**config.mk**
```make
export PLATFORM = sky130hd
export DESIGN_NAME = usb_serialtopar_flat
export DESIGN_NICKNAME = d
export VERILOG_FILES = /design/src/rtl/usb_phy_pkg.sv /design/src/rtl/usb_serialtopar_if.sv /design/src/rtl/usb_comma_detect.sv /design/src/rtl/usb_serialtopar.sv /design/src/flat_wrapper.sv
export SDC_FILE = /design/constraint.sdc
export NUM_CORES = 1
export LEC_CHECK = 0
export BUFFER_PORTS_ARGS = -buffer_cell sky130_fd_sc_hd__buf_2
export CAP_MARGIN = 15
export CORE_MARGIN = 8
export CORE_UTILIZATION = 40
export CTS_CLUSTER_SIZE = 20
export DETAILED_ROUTE_END_ITERATION = 12
export GPL_TIMING_DRIVEN = 0
export PLACE_DENSITY_LB_ADDON = 0.12
export REMOVE_ABC_BUFFERS = 1
export SYNTH_ARGS = -nofsm -noshare
export SYNTH_HDL_FRONTEND = slang
export SYNTH_SLANG_ARGS = --single-unit
export TNS_END_PERCENT = 10
```
**constraint.sdc**
```tcl
create_clock -name Serialclk -period 2.45 [get_ports Serialclk]
set_clock_uncertainty 0.1 [all_clocks]
set_input_delay 0.245 -clock Serialclk [delete_from_list [all_inputs] [get_ports Serialclk]]
set_output_delay 0.245 -clock Serialclk [all_outputs]
set_load 0.05 [all_outputs]
```
**src/rtl/usb_phy_pkg.sv**
```systemverilog
// Shared USB 3.0 PHY definitions: K28.5 comma symbols, word-alignment FSM encoding,
// symbol/counter widths and a saturating counter helper.
package usb_phy_pkg;

   localparam int unsigned SYM_W = 10;
   localparam int unsigned CNT_W = 4;
   localparam int unsigned PH_W  = 4;

   localparam logic [SYM_W-1:0] K28_5_NEG = 10'h17C;
   localparam logic [SYM_W-1:0] K28_5_POS = 10'h283;

   localparam logic [1:0] HUNT    = 2'd0;
   localparam logic [1:0] CONFIRM = 2'd1;
   localparam logic [1:0] LOCKED  = 2'd2;

   function automatic logic [CNT_W-1:0] sat_inc(input logic [CNT_W-1:0] v);
      return (v == '1) ? v : v + CNT_W'(1);
   endfunction

endpackage

```
**src/rtl/usb_serialtopar_if.sv**
```systemverilog
// Receive-side serial/parallel bundle: serial bit in, aligned word with strobes out.
interface usb_serialtopar_if;
   import usb_phy_pkg::*;

   logic             SerialIn;
   logic [SYM_W-1:0] Parout;
   logic             ParValid;
   logic             CommaDet;
   logic             Locked;

   modport master (output SerialIn, input Parout, ParValid, CommaDet, Locked);
   modport slave  (input SerialIn, output Parout, ParValid, CommaDet, Locked);

endinterface

```
**src/rtl/usb_comma_detect.sv**
```systemverilog
// Combinational K28.5 comma matcher (either running disparity); shared with the decoder.
module usb_comma_detect
   import usb_phy_pkg::*;
(
   input  logic [SYM_W-1:0] sym,
   output logic             match
);

   always_comb begin
      match = (sym == K28_5_NEG) || (sym == K28_5_POS);
   end

endmodule

```
**src/rtl/usb_serialtopar.sv**
```systemverilog
// Serial-to-parallel converter with K28.5 word alignment: LSB-first shift-in,
// comma-driven boundary search, lock/loss hysteresis and registered word output.
module usb_serialtopar
   import usb_phy_pkg::*;
#(
   parameter int unsigned LOCK_COUNT = 2,
   parameter int unsigned LOSS_COUNT = 4
) (
   input logic              Serialclk,
   input logic              SerialRST,
   usb_serialtopar_if.slave ser
);

   localparam logic [CNT_W-1:0] LOCK_THR = CNT_W'(LOCK_COUNT);
   localparam logic [CNT_W-1:0] LOSS_THR = CNT_W'(LOSS_COUNT);
   localparam logic [PH_W-1:0]  PH_LAST  = PH_W'(SYM_W - 1);

   logic [SYM_W-1:0] sh;
   logic [PH_W-1:0]  phase;
   logic [1:0]       state;
   logic [CNT_W-1:0] good_cnt;
   logic [CNT_W-1:0] bad_cnt;
   logic [CNT_W-1:0] good_inc;
   logic [CNT_W-1:0] bad_inc;
   logic             comma_hit;
   logic             boundary;

   usb_comma_detect u_comma (
      .sym   (sh),
      .match (comma_hit)
   );

   always_comb begin
      boundary = (phase == PH_LAST);
      good_inc = sat_inc(good_cnt);
      bad_inc  = sat_inc(bad_cnt);
   end

   always_ff @(posedge Serialclk) begin
      if (SerialRST) begin
         sh           <= '0;
         phase        <= '0;
         state        <= HUNT;
         good_cnt     <= '0;
         bad_cnt      <= '0;
         ser.Parout   <= '0;
         ser.ParValid <= 1'b0;
         ser.CommaDet <= 1'b0;
         ser.Locked   <= 1'b0;
      end else begin
         sh           <= {ser.SerialIn, sh[SYM_W-1:1]};
         phase        <= (phase == PH_LAST) ? '0 : phase + PH_W'(1);
         ser.ParValid <= 1'b0;
         ser.CommaDet <= 1'b0;

         case (state)
            HUNT: begin
               if (comma_hit) begin
                  // phase <= 0 makes the current cycle the boundary: next one is 10 cycles on
                  phase        <= '0;
                  good_cnt     <= CNT_W'(1);
                  bad_cnt      <= '0;
                  ser.Parout   <= sh;
                  ser.ParValid <= 1'b1;
                  ser.CommaDet <= 1'b1;
                  if (LOCK_THR == CNT_W'(1)) begin
                     state      <= LOCKED;
                     ser.Locked <= 1'b1;
                  end else begin
                     state <= CONFIRM;
                  end
               end
            end

            CONFIRM: begin
               if (comma_hit && !boundary) begin
                  phase        <= '0;
                  good_cnt     <= CNT_W'(1);
                  ser.Parout   <= sh;
                  ser.ParValid <= 1'b1;
                  ser.CommaDet <= 1'b1;
               end else if (boundary) begin
                  ser.Parout   <= sh;
                  ser.ParValid <= 1'b1;
                  ser.CommaDet <= comma_hit;
                  if (comma_hit) begin
                     good_cnt <= good_inc;
                     if (good_inc == LOCK_THR) begin
                        state      <= LOCKED;
                        ser.Locked <= 1'b1;
                     end
                  end
               end
            end

            LOCKED: begin
               if (boundary) begin
                  ser.Parout   <= sh;
                  ser.ParValid <= 1'b1;
                  ser.CommaDet <= comma_hit;
                  if (comma_hit) begin
                     bad_cnt <= '0;
                  end
               end else if (comma_hit) begin
                  // misaligned comma: count only, the established boundary is kept
                  if (bad_inc == LOSS_THR) begin
                     state      <= HUNT;
                     ser.Locked <= 1'b0;
                     good_cnt   <= '0;
                     bad_cnt    <= '0;
                  end else begin
                     bad_cnt <= bad_inc;
                  end
               end
            end

            default: begin
               state      <= HUNT;
               ser.Locked <= 1'b0;
            end
         endcase
      end
   end

endmodule

```
**src/flat_wrapper.sv**
```systemverilog
// flat-port wrapper written by rule: the top's interface ports become plain ports
module usb_serialtopar_flat import usb_phy_pkg::*;
#(
   parameter int unsigned LOCK_COUNT = 2,
   parameter int unsigned LOSS_COUNT = 4
)
  (Serialclk, SerialRST, ser_SerialIn, ser_Parout, ser_ParValid, ser_CommaDet, ser_Locked);
  usb_serialtopar_if ser_i ();
  input logic Serialclk;
  input logic SerialRST;
  input wire logic [$bits(ser_i.SerialIn)-1:0] ser_SerialIn;
  output wire logic [$bits(ser_i.Parout)-1:0] ser_Parout;
  output wire logic [$bits(ser_i.ParValid)-1:0] ser_ParValid;
  output wire logic [$bits(ser_i.CommaDet)-1:0] ser_CommaDet;
  output wire logic [$bits(ser_i.Locked)-1:0] ser_Locked;
  assign ser_i.SerialIn = ser_SerialIn;
  assign ser_Parout = ser_i.Parout;
  assign ser_ParValid = ser_i.ParValid;
  assign ser_CommaDet = ser_i.CommaDet;
  assign ser_Locked = ser_i.Locked;
  usb_serialtopar #(.LOCK_COUNT(LOCK_COUNT), .LOSS_COUNT(LOSS_COUNT)) u_core (.Serialclk(Serialclk), .SerialRST(SerialRST), .ser(ser_i));
endmodule
```
## After elaboration in Yosys (flattened, before gate mapping)

Cells that the tools add are included.

| cells by class | value |
|---|---|
| $add $sub $neg | 3 |
| equal/unequal tests | 20 |
| multiplexer cells | 47 |
| bitwise gates (word level) | 1 |
| reduce and logical (&&, ||, !) cells | 11 |

Operators with widths:

| cell | number |
|---|---|
| $mux W4 | 16 |
| $mux W10 | 3 |
| $pmux W10 S3 | 1 |
| $mux W2 | 8 |
| $pmux W4 S2 | 2 |
| $reduce_and A8 Y1 | 2 |
| $add A4 B1 Y4 const B | 3 |
| $eq A4 B4 Y1 const B | 3 |
| $mux W1 | 12 |
| $ne A2 B1 Y1 const B | 6 |
| $pmux W4 S3 | 1 |
| $eq A10 B10 Y1 const B | 1 |
| $eq A10 B9 Y1 const B | 1 |
| $ne A3 B1 Y1 const B | 3 |
| $pmux W1 S3 | 3 |
| $reduce_and A7 Y1 | 1 |
| $pmux W2 S3 | 1 |
| $eq A4 B2 Y1 const B | 1 |
| $eq A4 B3 Y1 const B | 1 |
| $ne A2 B2 Y1 const B | 2 |
| $reduce_and A2 Y1 | 2 |
| $reduce_bool A3 Y1 | 1 |
| $eq A2 B1 Y1 const B | 1 |
| $eq A2 B2 Y1 const B | 1 |
| 6 further kinds | 6 |

| storage, ports and cells | value |
|---|---|
| flip-flop bits (word level) | 37 |
| input bits | 3 |
| output and inout bits | 13 |
| logic and storage cells | 91 |

## Longest topological paths before layout

| logic depth | value |
|---|---|
| depth after elaboration | 8 |
| depth in mapped cells | 9 |
| gate-level depth less buffers | 7 |

## By module

From an unflattened synthesis, not the netlist that was laid out.

| second synthesis, totals | value |
|---|---|
| cells, all modules | 181 |
| area, all modules | 1725.4 µm² |

By module, submodules not included:

| module | times used | cells an instance | area an instance (µm²) | sequential area each (µm²) |
|---|---|---|---|---|
| usb_serialtopar | 1 | 174 | 1660.3 | 740.7 |
| usb_comma_detect | 1 | 7 | 65.1 | 0.0 |

## Worst setup path before layout

OpenSTA, ideal clock, no wires.

| timing path | value |
|---|---|
| kind | reg-to-reg |
| start point | reg u_core.sh[2] |
| end point | reg u_core.ser.Locked |
| setup time | 86 ps |
| arrival time | 2115 ps |
| data required time | 2264 ps |
| path slack | 149 ps |
| cell stages (with the launch flop) | 7 |
| path buffers | 1 |
| period minus slack after synthesis | 2301 ps |
| cell sequence | dfxtp_1 -> or4_4 -> or3_1 -> buf_6 -> a211o_1 -> a211o_1 -> a221oi_2 |

| on the way | value |
|---|---|
| longest elaborated chain between the ends | 5 |
| elaborated cells on any way between the ends | 8 |
| those cells by class | eq/ne: 5; reduce/logical: 3 |

RTL lines:

| item | RTL line | text |
|---|---|---|
| from (decl) | usb_serialtopar.sv:18 | `logic [SYM_W-1:0] sh;` |
| from (signal assigned) | usb_serialtopar.sv:51 | `sh <= {ser.SerialIn, sh[SYM_W-1:1]};` |
| $eq A10 B9 Y1 or $eq A10 B10 Y1 (tied branches) | usb_comma_detect.sv:10 | `match = (sym == K28_5_NEG) \|\| (sym == K28_5_POS);` |
| $logic_or A1 B1 Y1 (*) | usb_comma_detect.sv:10 |  |
| $logic_and A1 B1 Y1 | usb_serialtopar.sv:76 | `if (comma_hit && !boundary) begin` |
| $ne A2 B2 Y1 (no line) | -- |  |
| $reduce_and A8 Y1 (no line) (*) | -- |  |
| to (signal assigned) | usb_serialtopar.sv:68 | `ser.Locked <= 1'b1;` |
| to (signal assigned) | usb_serialtopar.sv:90 | `ser.Locked <= 1'b1;` |
| to (signal assigned) | usb_serialtopar.sv:108 | `ser.Locked <= 1'b0;` |
| to (decl) | usb_serialtopar_if.sv:12 | `modport slave (input SerialIn, output Parout, ParValid, CommaDet, Locked);` |

Every way passes the cells marked *; elsewhere a longest branch is shown, timed or not.
A chain may end at the register's enable or synchronous reset.

## Final worst setup path

Same ends and word-level chain as after synthesis.

==> metrics.md <==
| Metric | Value |
|---|---|
| Status | finished, final reports clean |
| CP max FO | 11 |
| Worst Setup Start Kind | flop |
| CTS root buffer | clkbuf_8 |
| FF+latch area | between 700 and 800 um2 |
| Final Util | 0.468 |
| Final ANT Viol Nets | 0 |
| Leak Pwr | 0.807 nW |
| TritonCTS Buffers | 5 |
| Die area | 7700 um2 |
| Worst Path Arrival | roughly 2600 ps |
| GRT overflow | 0 |
| Vias in the first global route | approximately 1,900 |
| Setup CP Type | reg -> reg |
| Met2 wire len | 2.59 mm |
| Pin count of the biggest net entering global routing | 29 |
| Final WL | 5.48 mm |
| Hold buffers post-CTS | 0 |
| Yosys cell types | between 50 and 60 |
| Chip width | 87.7 um |
| Syn Inst Count | 252 |
| RSZ-0062 raised after global routing | true |
| FMAX | 409 MHz |
| Register area share after synthesis | 0.360 |
| Dpl ws | -383 ps |
| Synth top cells by count | 37 x dfxtp_1, 37 x o21ai_0, 31 x nand2_1 |
| Total clock sinks | 37 |
| Peak VDD IR | 0.236 mV |
| Clock tree buffer depth | 2 |
| EDFF count, synth | 0 |
| Syn Area/Cell | 8.17 um2 |
| ANT cells | 0 |
| Starting DRT DRC Count | 212 |
| Top-area cell type share of the netlist area | 0.360 |
| Area grow syn2layout | 14.7% |
| GRT Overall Usage | 0.153 |
| DRC viols | 0 |
| Final setup vio count | 0 |
| Ys flop type | dfxtp_1 |
| Synthesized cell area | 2060 um2 |
| Row count | 26 |
| Post-synth ARST share | 0 |
| Gpl congestion | approximately 0.8 |
| Drt first pass iters | 4 |
| Vias/cell | 5.88 |
| Hold crit path type | in -> reg |
| Max transition margin | 0.289 |
| Crit share post-route | 0.999 |
| Post-CTS setup repair buffer count | 0 |
| #FFs+latches synth | 37 |
| Final WS setup | 2.30 ps |
| CP Capture Type | flop |
| First-pass GRT wire length | approximately 9.4 mm |
| Slew at the pin with the worst max-slew slack | 1070 ps |
| Initial antenna violation count | 0 |
| Core area | 5040 um2 |
| Fin area | 2360 um2 |
| Worst-Skew Late Latency | between 200 and 300 ps |
| DIE HEIGHT | 87.7 um |
| Fill count | 509 |
| # port buffers | 15 |
| Fin nets | 271 |
| Fraction of layout cells with a size suffix above 1 | 0.157 |
| CP required | between 2000 and 3000 ps |
| DP HPWL | 3.43 mm |
| Routed wl met3 | 215 um |
| Avg WL per Cell | 16.6 um |
| Met1 WL | approximately 2.6 mm |
| CTS tree | built |
| Initial core utilization | 0.408 |
| Cell taking the most area after synthesis | dfxtp_1 |
| Fin crit period | 2450 ps |
| Largest cells by area after synthesis | dfxtp_1 36%, o21ai_0 9.0%, nand2_1 5.7%, a222oi_1 4.9%, ha_1 4.9% |
| Placed Area | ~2200 um2 |
| Via count | between 1,500 and 2,000 |
| H-tree level count | 2 |
| Max-Cap Viols | 0 |
| Synth Warn # | 0 |
| Max-slew violations | 0 |
| Multi-input gate area | 1330 um2 |
| Worst-path clk slew | 80 ps |
| Top routing layer in use | met4 |
| I/O pin count | 16 |
| Power per cell area | 456 nW/um2 |
| Endpoints failing hold | 0 |
-- metrics by stage --
stage	hold WS, ps	instances	power [W]	TNS [ps]
after floorplan	211	237	0.000645	-1390
after global placement	353	322	0.000659	-9710
after detailed placement	361	322	0.000660	-5310
after CTS	61.9	331	0.00109	-72.6
after global routing	72.2	331	0.00113	-94.6
final	58.3	331	0.00108	0
-- report_power, final --
part	switching (W)	internal, W	total (W)	leakage (nW)
Sequential	0.00000724	0.000608	0.000615	0.299
Clock	0.000233	0.000196	0.000429	0.0439
Combinational	0.0000204	0.0000125	0.0000329	0.464
Total	0.000261	0.000817	0.00108	0.807
-- registers in the layout, summed over array words and instances, names as in the netlist --
signal	count
u_core.ser.Parout	10
u_core.sh	10
u_core.bad_cnt	4
u_core.good_cnt	4
u_core.phase	4
u_core.state	2
u_core.ser.CommaDet	1
u_core.ser.Locked	1
u_core.ser.ParValid	1
-- cells by family (layout without fill, tap and decap cells) --
group                      count (synthesis)  after routing  share of synthesized area
AOI/OAI and AO/OA                         94             95                      0.306
and+or+nand+nor                           83             83                      0.216
DFF                                       37             37                      0.360
buffers and inverters                     26             34                     0.0517
adders and majority gates                  8              8                     0.0486
xor gates and xnor gates                   3              3                     0.0128
muxes                                      1              1                    0.00486
-- path summary, 6_finish.rpt --
check	from	end	slack, ps	depth (start not counted)
worst min-delay path	ser_SerialIn	u_core.sh[9]$_SDFF_PP0_	60	2
worst max-delay path	u_core.sh[2]$_SDFF_PP0_	u_core.ser.Locked$_SDFFE_PP0P_	2	5
worst max register to register	u_core.sh[2]$_SDFF_PP0_	u_core.ser.Locked$_SDFFE_PP0P_	2	5
worst min register to register	u_core.phase[0]$_SDFF_PP0_	u_core.phase[0]$_SDFF_PP0_	380	1
-- what timing repair did --
item | in CTS | in global routing
hold endpoints to repair | 0 | 0
resized for setup | 12 | 7
pin swaps | 1 | 0
endpoints found under the setup margin | 22 | 15
gates cloned | 1 | 0
-- worst max-delay path, cell delays in order (launching register included) --
cell	delay, ps
dfxtp_1	350
or4_4	590
or3_4	490
a211o_1	340
a211o_1	290
a221oi_2	210
-- placed cells by master, fill, tap and decap left out, types with 2 or more instances in the layout --
master,Yosys,final
nand2b_1,2,2
inv_1,11,11
o31ai_1,2,2
xnor2_1,2,2
nand4_1,2,2
a21oi_1,17,16
clkbuf_8,0,5
a211o_1,4,4
a221oi_2,2,2
a31oi_4,0,2
dfxtp_1,37,37
ha_1,8,8
a221oi_1,2,2
nand2_1,31,31
nor3_4,0,2
nor2_1,12,12
o21ai_0,37,37
nor4_4,0,2
clkinv_2,0,2
buf_2,1,15
nand3_1,3,3
a222oi_1,10,10
a31oi_1,5,4
nor3_1,5,4
nand3b_1,2,2
nor2b_1,10,10
or3_4,0,2
-- area by class of cell --
cell class	instances	area share
Multi-Input combinational cell	190	0.563
Sequential cell	37	0.314
Tap cell	70	0.0371
Timing Repair Buffer	15	0.0318
Clock buffer	5	0.0292
Inverter	11	0.0175
Clock inverter	3	0.00742
-- routing by layer --
layer,GRT usage,vias up
li1,-,970
met1,0.195,930
met2,0.254,40
met3,0.0385,6
met4,0.0281,0
met5,0,-
Power figures use the tool's default switching activity.
